<file path="config.mk">
export PLATFORM = sky130hd
export DESIGN_NAME = aes_mc_multi_column
export DESIGN_NICKNAME = d
export VERILOG_FILES = /design/src/rtl/aes_mc_pkg.sv /design/src/rtl/aes_mc_column_dual.sv /design/src/rtl/aes_mc_multi_column.sv
export SDC_FILE = /design/constraint.sdc
export NUM_CORES = 1
export LEC_CHECK = 0
export ABC_AREA = 0
export CAP_MARGIN = 15
export CORE_MARGIN = 2
export CORE_UTILIZATION = 29
export CTS_BUF_LIST = sky130_fd_sc_hd__clkbuf_2 sky130_fd_sc_hd__clkbuf_4 sky130_fd_sc_hd__clkbuf_8
export DETAILED_ROUTE_END_ITERATION = 10
export PLACE_DENSITY = 0.59
export SETUP_SLACK_MARGIN = 0.1
export SLEW_MARGIN = 20
export SYNTH_ARGS = -nofsm -noshare
export SYNTH_HDL_FRONTEND = slang
export SYNTH_SLANG_ARGS = --single-unit
</file>
<file path="constraint.sdc">
create_clock -name clk -period 3 [get_ports clk]
set_input_delay 0.6 -clock clk [delete_from_list [all_inputs] [get_ports clk]]
set_output_delay 0.6 -clock clk [all_outputs]
set_load 0.01 [all_outputs]
</file>
<file path="src/rtl/aes_mc_pkg.sv">
// Shared constants, FSM state type and GF(2^8) helpers for the (Inv)MixColumns unit.
// SMAESH_MC_INVERSE_EN enables the inverse matrix in the datapath.
package aes_mc_pkg;

  localparam int unsigned NumCols = 4;
  localparam int unsigned ColW    = 32;
  localparam int unsigned ByteW   = 8;

  // Coefficient i of the first matrix row sits at bits [8*i +: 8].
  localparam logic [31:0] FwdCoef = 32'h01010302;
  localparam logic [31:0] InvCoef = 32'h090d0b0e;

  typedef enum logic [1:0] {StIdle, StRun, StDone} mc_state_e;

  function automatic logic [7:0] xtime(input logic [7:0] b);
    return {b[6:0], 1'b0} ^ (b[7] ? 8'h1b : 8'h00);
  endfunction

  // Multiply by a constant with only bits 0..3 set, from precomputed x, 2x, 4x, 8x terms.
  function automatic logic [7:0] gf_mul_terms(input logic [3:0] coef,
                                              input logic [3:0][7:0] t);
    logic [7:0] p;
    p = '0;
    for (int i = 0; i < 4; i++) begin
      if (coef[i]) p ^= t[i];
    end
    return p;
  endfunction

endpackage

</file>
<file path="src/rtl/aes_mc_column_dual.sv">
// Combinational single-column (Inv)MixColumns built on shared xtime chains.
// The inverse matrix exists only when SMAESH_MC_INVERSE_EN is defined.
module aes_mc_column_dual
  import aes_mc_pkg::*;
(
  input  logic [ColW-1:0] col_i,
  input  logic            inverse_i,
  output logic [ColW-1:0] col_o
);

  // terms[b][p] = 2^p * byte b
  logic [NumCols-1:0][3:0][ByteW-1:0] terms;
  logic [ColW-1:0] fwd_col;

  always_comb begin
    for (int b = 0; b < NumCols; b++) begin
      terms[b][0] = col_i[ByteW*b +: ByteW];
      terms[b][1] = xtime(terms[b][0]);
`ifdef SMAESH_MC_INVERSE_EN
      terms[b][2] = xtime(terms[b][1]);
      terms[b][3] = xtime(terms[b][2]);
`else
      terms[b][2] = '0;
      terms[b][3] = '0;
`endif
    end
  end

  always_comb begin
    fwd_col = '0;
    for (int r = 0; r < NumCols; r++) begin
      for (int k = 0; k < NumCols; k++) begin
        fwd_col[ByteW*r +: ByteW] ^= gf_mul_terms(FwdCoef[ByteW*((k - r + 4) % 4) +: 4], terms[k]);
      end
    end
  end

`ifdef SMAESH_MC_INVERSE_EN
  logic [ColW-1:0] inv_col;

  always_comb begin
    inv_col = '0;
    for (int r = 0; r < NumCols; r++) begin
      for (int k = 0; k < NumCols; k++) begin
        inv_col[ByteW*r +: ByteW] ^= gf_mul_terms(InvCoef[ByteW*((k - r + 4) % 4) +: 4], terms[k]);
      end
    end
  end

  assign col_o = inverse_i ? inv_col : fwd_col;
`else
  logic unused_inverse;
  assign unused_inverse = inverse_i;
  assign col_o = fwd_col;
`endif

endmodule

</file>
<file path="src/rtl/aes_mc_multi_column.sv">
// Multi-cycle share-parallel (Inv)MixColumns: NCPC columns per cycle, transformed in place.
// SMAESH_MC_INVERSE_EN enables per-transaction inverse mode via in_inverse.
module aes_mc_multi_column
  import aes_mc_pkg::*;
#(
  parameter int unsigned D    = 2,
  parameter int unsigned NCPC = 1
) (
  input  logic                      clk,
  input  logic                      rst_n,
  input  logic                      in_valid,
  output logic                      in_ready,
  input  logic                      in_inverse,
  input  logic [NumCols*ColW*D-1:0] in_data,
  output logic                      out_valid,
  input  logic                      out_ready,
  output logic [NumCols*ColW*D-1:0] out_data,
  output logic                      busy
);

  localparam int unsigned BlockW = NumCols * ColW;
  localparam int unsigned StateW = BlockW * D;
  localparam int unsigned Steps  = NumCols / NCPC;
  localparam int unsigned CntW   = (Steps > 1) ? $clog2(Steps) : 1;
  localparam logic [CntW-1:0] LastCnt = CntW'(Steps - 1);

  if (!(NCPC == 1 || NCPC == 2 || NCPC == 4)) begin : gen_ncpc_check
    $error("aes_mc_multi_column: NCPC must be 1, 2 or 4");
  end
  if (D < 1) begin : gen_d_check
    $error("aes_mc_multi_column: D must be at least 1");
  end

  mc_state_e       st_q, st_d;
  logic [StateW-1:0] state_q, state_d;
  logic [CntW-1:0] cnt_q, cnt_d;
  logic            load;
  logic            inv_sel;

  logic [ColW-1:0] col_in  [D][NCPC];
  logic [ColW-1:0] col_out [D][NCPC];

`ifdef SMAESH_MC_INVERSE_EN
  logic mode_q, mode_d;
  assign inv_sel = mode_q;
`else
  logic unused_in_inverse;
  assign unused_in_inverse = in_inverse;
  assign inv_sel = 1'b0;
`endif

  always_comb begin
    for (int s = 0; s < int'(D); s++) begin
      for (int j = 0; j < int'(NCPC); j++) begin
        col_in[s][j] = state_q[s*BlockW + (int'(cnt_q)*NCPC + j)*ColW +: ColW];
      end
    end
  end

  for (genvar s = 0; s < int'(D); s++) begin : gen_share
    for (genvar j = 0; j < int'(NCPC); j++) begin : gen_col
      aes_mc_column_dual u_col (
        .col_i     (col_in[s][j]),
        .inverse_i (inv_sel),
        .col_o     (col_out[s][j])
      );
    end
  end

  always_comb begin
    st_d    = st_q;
    state_d = state_q;
    cnt_d   = cnt_q;
    load    = 1'b0;
`ifdef SMAESH_MC_INVERSE_EN
    mode_d  = mode_q;
`endif
    unique case (st_q)
      StIdle: load = in_valid;
      StRun: begin
        for (int s = 0; s < int'(D); s++) begin
          for (int j = 0; j < int'(NCPC); j++) begin
            state_d[s*BlockW + (int'(cnt_q)*NCPC + j)*ColW +: ColW] = col_out[s][j];
          end
        end
        cnt_d = cnt_q + CntW'(1);
        if (cnt_q == LastCnt) st_d = StDone;
      end
      StDone: begin
        if (out_ready) begin
          if (in_valid) load = 1'b1;
          else          st_d = StIdle;
        end
      end
      default: st_d = StIdle;
    endcase
    // A load overrides everything: fresh state, counter restart, mode latched.
    if (load) begin
      state_d = in_data;
      cnt_d   = '0;
      st_d    = StRun;
`ifdef SMAESH_MC_INVERSE_EN
      mode_d  = in_inverse;
`endif
    end
  end

  always_ff @(posedge clk or negedge rst_n) begin
    if (!rst_n) begin
      st_q    <= StIdle;
      state_q <= '0;
      cnt_q   <= '0;
`ifdef SMAESH_MC_INVERSE_EN
      mode_q  <= 1'b0;
`endif
    end else begin
      st_q    <= st_d;
      state_q <= state_d;
      cnt_q   <= cnt_d;
`ifdef SMAESH_MC_INVERSE_EN
      mode_q  <= mode_d;
`endif
    end
  end

  assign in_ready  = (st_q == StIdle) | ((st_q == StDone) & out_ready);
  assign out_valid = (st_q == StDone);
  assign busy      = (st_q != StIdle);
  assign out_data  = state_q;

endmodule

</file>
== After elaboration in Yosys (flattened, before gate mapping) ==
Cells that the tools add are included.
W data, S select, Z words.

* Add/subtract/negate cells: 4
* Mux-type cells: 22
* $lt $le $gt $ge: 0
* $mul: 0
* Shift operators: 6
* Equal/unequal tests: 7
* Reductions and logical operators: 4
* Bitwise operators: 42
* Divide/modulo/power cells: 0

{| class="wikitable"
|+ Operator list
! kind !! number
|-
| $bwmux W256 || 2
|-
| $mux W256 || 2
|-
| $shift A32 B34 Y256 const A || 2
|-
| $shiftx A32 B34 Y256 || 2
|-
| $xor A8 B8 Y8 || 40
|-
| $shiftx A256 B33 Y32 || 1
|-
| $shiftx A256 B8 Y32 || 1
|-
| $mux W5 || 8
|-
| $neg A7 Y34 || 1
|-
| $neg A9 Y34 || 1
|-
| $mux W2 || 6
|-
| $add A8 B7 Y9 const A || 1
|-
| $pmux W2 S3 || 1
|-
| $eq A2 B2 Y1 const B || 2
|-
| $reduce_and A4 Y1 || 1
|-
| $reduce_bool A2 Y1 || 2
|-
| $ne A3 B1 Y1 const B || 1
|-
| $ne A3 B2 Y1 const B || 1
|-
| $ne A3 B3 Y1 const B || 1
|-
| $add A2 B1 Y2 const B || 1
|-
| $eq A2 B1 Y1 const B || 1
|-
| $logic_not A2 Y1 || 1
|-
| $mux W1 || 2
|-
| $ne A2 B2 Y1 const B || 1
|-
| other kinds (3) || 3
|}

* Output and inout bits: 259
* Flip-flop bits (word level): 260
* Latch bits: 0
* Bits in read-only memories: 0
* Memories: 0
* RAM bits: 0
* Logic and storage cells: 88

== Depth between registers and ports, before layout ==
Gate-level depths: netlist of the first run.

* Depth after elaboration: 12
* Mapped depth: 13
* Mapped depth without buffers: 7

== Cells and area by module ==
A second synthesis of the first run with hierarchy kept.

* Cells, all modules: 1739
* Area, all modules: 18034.8 µm²

{| class="wikitable"
|+ Modules (own cells, without submodules)
! module !! cells an instance !! area each (µm²) !! times used
|-
| aes_mc_multi_column || 1575 || 15469.8 || 1
|-
| aes_mc_column_dual || 82 || 1282.5 || 2
|}

== Worst setup path before layout of the first run ==
OpenSTA, ideal clock, no wires.

* Path kind: register to register
* From: register cnt_q[0]
* To: register state_q[244], in the netlist out_data[244]
* Slack: 139 ps
* Data arrival time: 2788 ps
* Setup time: 73 ps
* Cell stages (with the launch flop): 11
* Period minus slack after synthesis: 2861 ps
* Cell sequence: dfrtp_1 buf_6 buf_12 buf_6 clkbuf_1 inv_1 ha_1 nor4_1 clkbuf_1 a221oi_1 nor2_1

* Word-level cells in the longest chain between the ends: 12
* Elaborated cells between the ends (all ways): 61
* Those cells by class: 3 x add/sub; 6 x shift; 12 x mux; 40 x bitwise

{| class="wikitable"
|+ Ends and longest elaborated chain
! item !! RTL line !! source
|-
| start: declaration || aes_mc_multi_column.sv:36 || <nowiki>logic [CntW-1:0] cnt_q, cnt_d;</nowiki>
|-
| start signal: assignment || aes_mc_multi_column.sv:119 || <nowiki>cnt_q <= cnt_d;</nowiki>
|-
| $add A8 B7 Y9 / $shiftx A256 B8 Y32 (equally long branches) || aes_mc_multi_column.sv:55, aes_mc_multi_column.sv:83 ||
|-
| $shiftx A256 B33 Y32 / $mux W5 (equally long branches) || aes_mc_multi_column.sv:55, aes_mc_pkg.sv:16 ||
|-
| $mux W5 / $xor A8 B8 Y8 (equally long branches) || aes_mc_pkg.sv:16 || <nowiki>return {b[6:0], 1'b0} ^ (b[7] ? 8'h1b : 8'h00);</nowiki>
|-
| $xor A8 B8 Y8, on equally long branches || aes_mc_pkg.sv:16, aes_mc_pkg.sv:25 ||
|-
| $xor A8 B8 Y8, on equally long branches || aes_mc_pkg.sv:25, aes_mc_column_dual.sv:33 ||
|-
| $xor A8 B8 Y8 (2 in a row) || aes_mc_column_dual.sv:33 || <nowiki>fwd_col[ByteW*r +: ByteW] ^= gf_mul_terms(FwdCoef[ByteW*((k - r + 4) % 4) +: 4], terms[k]);</nowiki>
|-
| $xor A8 B8 Y8 / $shiftx A32 B34 Y256 (equally long branches) || aes_mc_column_dual.sv:33, aes_mc_multi_column.sv:83 ||
|-
| $shiftx A32 B34 Y256 / $bwmux W256 (equally long branches) || aes_mc_multi_column.sv:83 || <nowiki>state_d[s*BlockW + (int'(cnt_q)*NCPC + j)*ColW +: ColW] = col_out[s][j];</nowiki>
|-
| $bwmux W256 * || aes_mc_multi_column.sv:83 ||
|-
| $mux W256 * || aes_mc_multi_column.sv:78 || <nowiki>unique case (st_q)</nowiki>
|-
| $mux W256 * || aes_mc_multi_column.sv:98 || <nowiki>if (load) begin</nowiki>
|-
| end signal: assignment || aes_mc_multi_column.sv:118 || <nowiki>state_q <= state_d;</nowiki>
|-
| end: declaration || aes_mc_multi_column.sv:35 || <nowiki>logic [StateW-1:0] state_q, state_d;</nowiki>
|}

Mark *: on every way between the ends. The rest lies on a longest branch, timed or not. The select of a mux whose other input is x is not followed.
A chain may end at the register's enable or synchronous reset.

== Worst setup path after layout of the first run ==
* From: register cnt_q[0]
* To: register state_q[76], in the netlist out_data[76]

Same word-level chain as after synthesis.

==> results of run 1 <==
## cells by family (layout without fill, tap and decap cells)
kind of cell	after synthesis	count (layout)	share of synthesized area, %
xor gates and xnor gates	158	158	16.32
buffers and inverters	185	796	4.746
other	0	4	0
and+or+nand+nor	550	550	14.42
adders and majority gates	8	8	0.6085
DFF	260	260	39.55
AOI/OAI and AO/OA	363	363	15.55
muxes	64	64	8.808
## final cells by class
type	instances	area, µm²	area share (%)
Multi-Input combinational cell	1143	9832	38.79
Antenna cell	4	10.01	0.03949
Inverter	34	127.6	0.5035
Clock inverter	6	62.56	0.2468
Tap cell	756	945.9	3.732
Sequential cell	260	6514	25.70
Timing Repair Buffer	674	6834	26.96
Clock buffer	82	1022	4.033
## what timing repair did
| action | 4_1_cts | 5_1_grt |
|---|---|---|
| endpoints found under the setup margin | 69 | 151 |
| hold endpoints to repair | 44 | 0 |
| hold buffers | 1 | 0 |
| pin swaps | 2 | 25 |
| setup buffers | 14 | 41 |
| resized for setup | 22 | 97 |
| gates cloned | 1 | 0 |
## per-layer routing
metal	routed length (µm)	global-route usage, %
met1	30980	32.42
met2	40160	45.74
met3	7188	6.946
met4	2612	9.786
met5	0	0
## metrics by stage
stage	instance area (µm²)	instances	utilization (%)	TNS, ps
2_1_floorplan	16450	1588	-	0
3_3_place_gp	23150	2810	41.13	0
3_5_place_dp	23150	2810	41.13	-179.3
4_1_cts	24510	2914	43.55	0
5_1_grt	25340	2957	45.03	0
6_report	25350	2959	45.04	0
## worst max-delay path: cells and delay by family, from the launching register on
kind / cells / cell delay [ps]
AOI/OAI and AO/OA: 1 / 320
muxes: 1 / 560
DFF: 1 / 460
and+or+nand+nor: 1 / 80
buffers and inverters: 3 / 490
xor gates and xnor gates: 2 / 910
## cell usage in the layout, fill, tap and decap left out, types with 4 or more instances in the layout
| cell type | Yosys | final |
|---|---|---|
| clkdlybuf4s50_1 | 0 | 517 |
| nor2_1 | 321 | 316 |
| dfrtp_1 | 260 | 258 |
| nor3_1 | 189 | 186 |
| buf_4 | 1 | 116 |
| a221oi_1 | 155 | 109 |
| a21oi_1 | 97 | 97 |
| o22ai_1 | 92 | 92 |
| clkbuf_8 | 0 | 65 |
| mux4_2 | 62 | 64 |
| a221oi_2 | 1 | 47 |
| xnor3_1 | 65 | 36 |
| inv_1 | 34 | 34 |
| buf_12 | 2 | 31 |
| xnor3_2 | 1 | 30 |
| xnor2_2 | 9 | 22 |
| xor2_1 | 26 | 20 |
| xnor2_1 | 35 | 17 |
| clkbuf_4 | 0 | 17 |
| xor3_1 | 15 | 12 |
| nand2_1 | 15 | 10 |
| xnor2_4 | 4 | 9 |
| xor2_2 | 3 | 8 |
| ha_1 | 8 | 8 |
| o21ai_0 | 7 | 7 |
| nor2_4 | 0 | 5 |
| and3_1 | 5 | 5 |
| diode_2 | 0 | 4 |
| nand2_4 | 0 | 4 |
| a221o_1 | 4 | 4 |
| buf_6 | 5 | 4 |
## registers in the layout (all words and copies together) (netlist names)
register,cells
cnt_q,2
out_data,256
st_q,2
## final timing paths
kind	end	cells after the start	start
max in group asynchronous	out_data[117]	3	rst_n
min in group clk	out_data[2]	3	in_data[2]
hold reg to reg	out_data[153]	2	out_data[153]
setup reg to reg	out_data[76]	8	cnt_q[0]
setup / recovery	out_data[76]	8	cnt_q[0]
hold / removal	out_data[5]	2	rst_n
==> flow_summary.yaml, run 1 <==
cts:
  cts_root_buffer: "clkbuf_8"
  clockBufferDepth: 3
  cts.sink_count: 260
  cts_tree: "done"
  clock_latency_ps: 650
  cts_buffers: 50
  clkTransAtPathRegs_ps: 60
  cts_htree_levels: 2
setup_path:
  slowest_delay_ps: 560
  endpoint_kind: "register"
  rrSetupSlack_ps: 60
  path_cells: "buf_12 > buf_16 > mux4_2 > buf_4 > xnor3_1 > xnor3_2 > a221oi_1 > nor3_1"
  criticalPathCategory: "reg2reg"
  worst_path_max_delay_cell: "mux4_2"
  arrival_ps: 3460
  path_max_fanout: 10
  worst_ep_required_time_ps: 3520
  start_kind: "register"
logic_synthesis:
  synth_top_cells_by_count: "nor2_1, dfrtp_1, nor3_1, a221oi_1, clkbuf_1"
  synth_most_common_cell: "nor2_1"
  synth_ff_type: "dfrtp_1"
  synth_seq_cells: 260
  synthCells: 1588
  synth_edf_count: 0
  yosysSeqAreaShare_pct: 39.55
  synth_area_leaders: "dfrtp_1, xnor3_1, mux4_2, a221oi_1, nor2_1"
  ys_warn_count: 0
  synth_fp_nets: 1857
  syn_area_um2: 16450
  async_reset_ff_share_pct: 100.0
  synth.avg_cell_area_um2: 10.36
  synth_top_area_cell: "dfrtp_1"
  yosys.cell_types.count: 42
  netlist.area_leader.share_pct: 39.55
timing:
  finalClockSkew_ps: 54.99
  tightest_slew_ps: 703.8
  hold_viol_final: 0
  slew_violations: 0
  fmax_mhz: 339.8
  hold_slack_ps: 529.0
  maxSlewHeadroom_pct: 53.08
  timing.final.ws_setup_ps: 57.28
  min_period_over_period_pct: 98.09
  rsz0062_at_grt: "true"
  min_period_ps: 2943
  finalSetupViolations: 0
route:
  dr_total_vias: 16630
  drtIter0Drc: 1494
  vias_per_cell: 5.619
  wl_mm: 80.94
  drcViolationCount: 0
  antenna_left: 0
  wl_per_cell_um: 27.35
  drtPass1Iterations: 7
floorplan:
  dieWidth_um: 242.2
  rows: 87
  initial_core_util_pct: 29.23
  io_pins: 520
  core_area_um2: 56280
  chipHeight_um: 242.2
  die_area_um2: 58640
final_layout:
  layout.nets: 2432
  syn2layout_area_growth_pct: 54.10
  layout-drive-gt1-share_pct: 20.46
  fillers: 5367
grt:
  grt_pass1_vias: 17040
  grt.overflow.total: 0
  grt_max_degree: 141
  grt_usage_pct: 26.74
  antenna_found_initial: 4
  grt_pass1_wl_mm: 116.9
place:
  io_buffers: 518
  dp_hpwl_mm: 58.12
  place_congestion: 0.8895
  dp_slack_ps: -35.43
run:
  drv_cap: 0
min_path:
  hold_path_class: "in2async"
status:
  status: "completed"
Power of run 1 is not shown: default switching activity piles up to over one toggle a cycle in this logic, so the estimate is an artifact.
==> inputs of run 2 (changes only) <==
Settings changed: SKIP_CTS_REPAIR_TIMING set to 1.
==> run 2 against run 1 <==
  * Clock skew decreased by 0.81 ps
  * Routed wire length about the same
  * Global-route usage fell by 0.15 points
  * Count of clock-buffer cells in the layout unchanged
  * Critical path depth shrank 1
  * Critical endpoint is now out_data[81]
  * Highest routed layer unchanged
==> flow_summary.yaml, run 2 (synthesized netlist as in run 1, its figures left out) <==
status:
  status: "completed"
setup_path:
  rrSetupSlack_ps: 70
  criticalPathCategory: "reg2reg"
  worst_ep_required_time_ps: 3490
  r2r-end: "out_data[81]"
  r2r_cells: 7
  worst_path_max_delay_cell: "mux4_2"
  path_max_fanout: 15
  cp_num_buf_inv: 2
  crit_path_start: "cnt_q[0]"
  start_kind: "register"
  path_cells: "buf_4 > buf_12 > mux4_2 > xor3_1 > xnor3_2 > a221oi_2 > nor3_1"
  critPathTopFamily: "XOR/XNOR gates"
  reg2reg_from: "cnt_q[0]"
  arrival_ps: 3420
  endpoint_kind: "register"
  slowest_delay_ps: 650
final_layout:
  layout.nets: 2422
  mostFrequentLayoutCell: "clkdlybuf4s50_1"
  layout-drive-gt1-share_pct: 20.47
  final_cell_mix: "clkdlybuf4s50_1, nor2_1, dfrtp_1"
  syn2layout_area_growth_pct: 54.31
  largest_reg_flops: 256
cts:
  cts.sink_count: 260
  cts_root_buffer: "clkbuf_8"
  cts_tree: "done"
  cts_htree_levels: 2
  clkTransAtPathRegs_ps: 60
  cts_buffers: 50
  clock_latency_ps: 650
  clockBufferDepth: 3
floorplan:
  die_area_um2: 58640
  rows: 87
  chipHeight_um: 242.2
  dieWidth_um: 242.2
  core_area_um2: 56280
  io_pins: 520
  initial_core_util_pct: 29.23
grt:
  grt_pass1_vias: 16970
  grt_pass1_wl_mm: 116.2
  grt_usage_pct: 26.59
  gr-usage-met3_pct: 6.724
  met1_usage_pct: 32.40
  grt.overflow.total: 0
  grt_max_degree: 141
  antenna_found_initial: 5
  use_met2_pct: 45.48
  top_usage_layer: "met2"
place:
  dp_hpwl_mm: 58.12
  place_congestion: 0.8895
  io_buffers: 518
timing:
  fmax_mhz: 341.5
  rsz0062_at_grt: "true"
  tightest_slew_ps: 708.7
  min_period_ps: 2928
  hold_viol_final: 0
  maxSlewHeadroom_pct: 52.76
  slew_violations: 0
  min_period_over_period_pct: 97.61
  finalClockSkew_ps: 54.18
  hold_slack_ps: 511.1
  finalSetupViolations: 0
min_path:
  hold_path_class: "in2async"
route:
  drtIter0Drc: 1416
  wl_per_cell_um: 27.46
  drtPass1Iterations: 5
  antenna_left: 0
  drcViolationCount: 0
  wl_mm: 80.97
  dr_total_vias: 16580
  vias_per_cell: 5.622
run:
  drv_cap: 0
[run 2: worst max path at each step]
stage | endpoint | slack [ps] | cells past startpoint
floorplan | out_data[244] | 140 | 10
CTS | out_data[84] | -100 | 8
global route | out_data[60] | -10 | 7
finish | out_data[81] | 70 | 7
detailed placement | out_data[84] | -40 | 8
global placement | out_data[63] | 20 | 5
[run 2: cell type report]
class / count / area (µm²)
clock inverters: 6 / 62.56
inverters: 34 / 127.6
repair buffers: 664 / 6743
clock buffers: 82 / 1022
well taps: 756 / 945.9
flip-flops and latches: 260 / 6514
diodes: 3 / 7.507
fillers: 5348 / 30890
multi-input cells: 1143 / 9961
[run 2: per-layer routing]
metal	vias up	wire length (µm)	share of wire (%)
met1	8306	30930	38
met5	-	0	0
li1	7093	-	-
met2	1013	40280	50
met4	0	2432	3.0
met3	163	7326	9.0
[run 2: metrics by stage]
step	instances	util, %	worst slack (ps)	setup TNS [ps]	area, µm²
final	2948	45.10	71.72	0	25380
after CTS	2898	43.06	-95.41	-538.8	24230
after floorplan	1588	-	138.9	0	16450
after global placement	2810	41.13	17.10	0	23150
after global routing	2947	45.10	-12.29	-19.88	25380
after detailed placement	2810	41.13	-35.43	-179.3	23150
Power of run 2 is left out for the same reason.
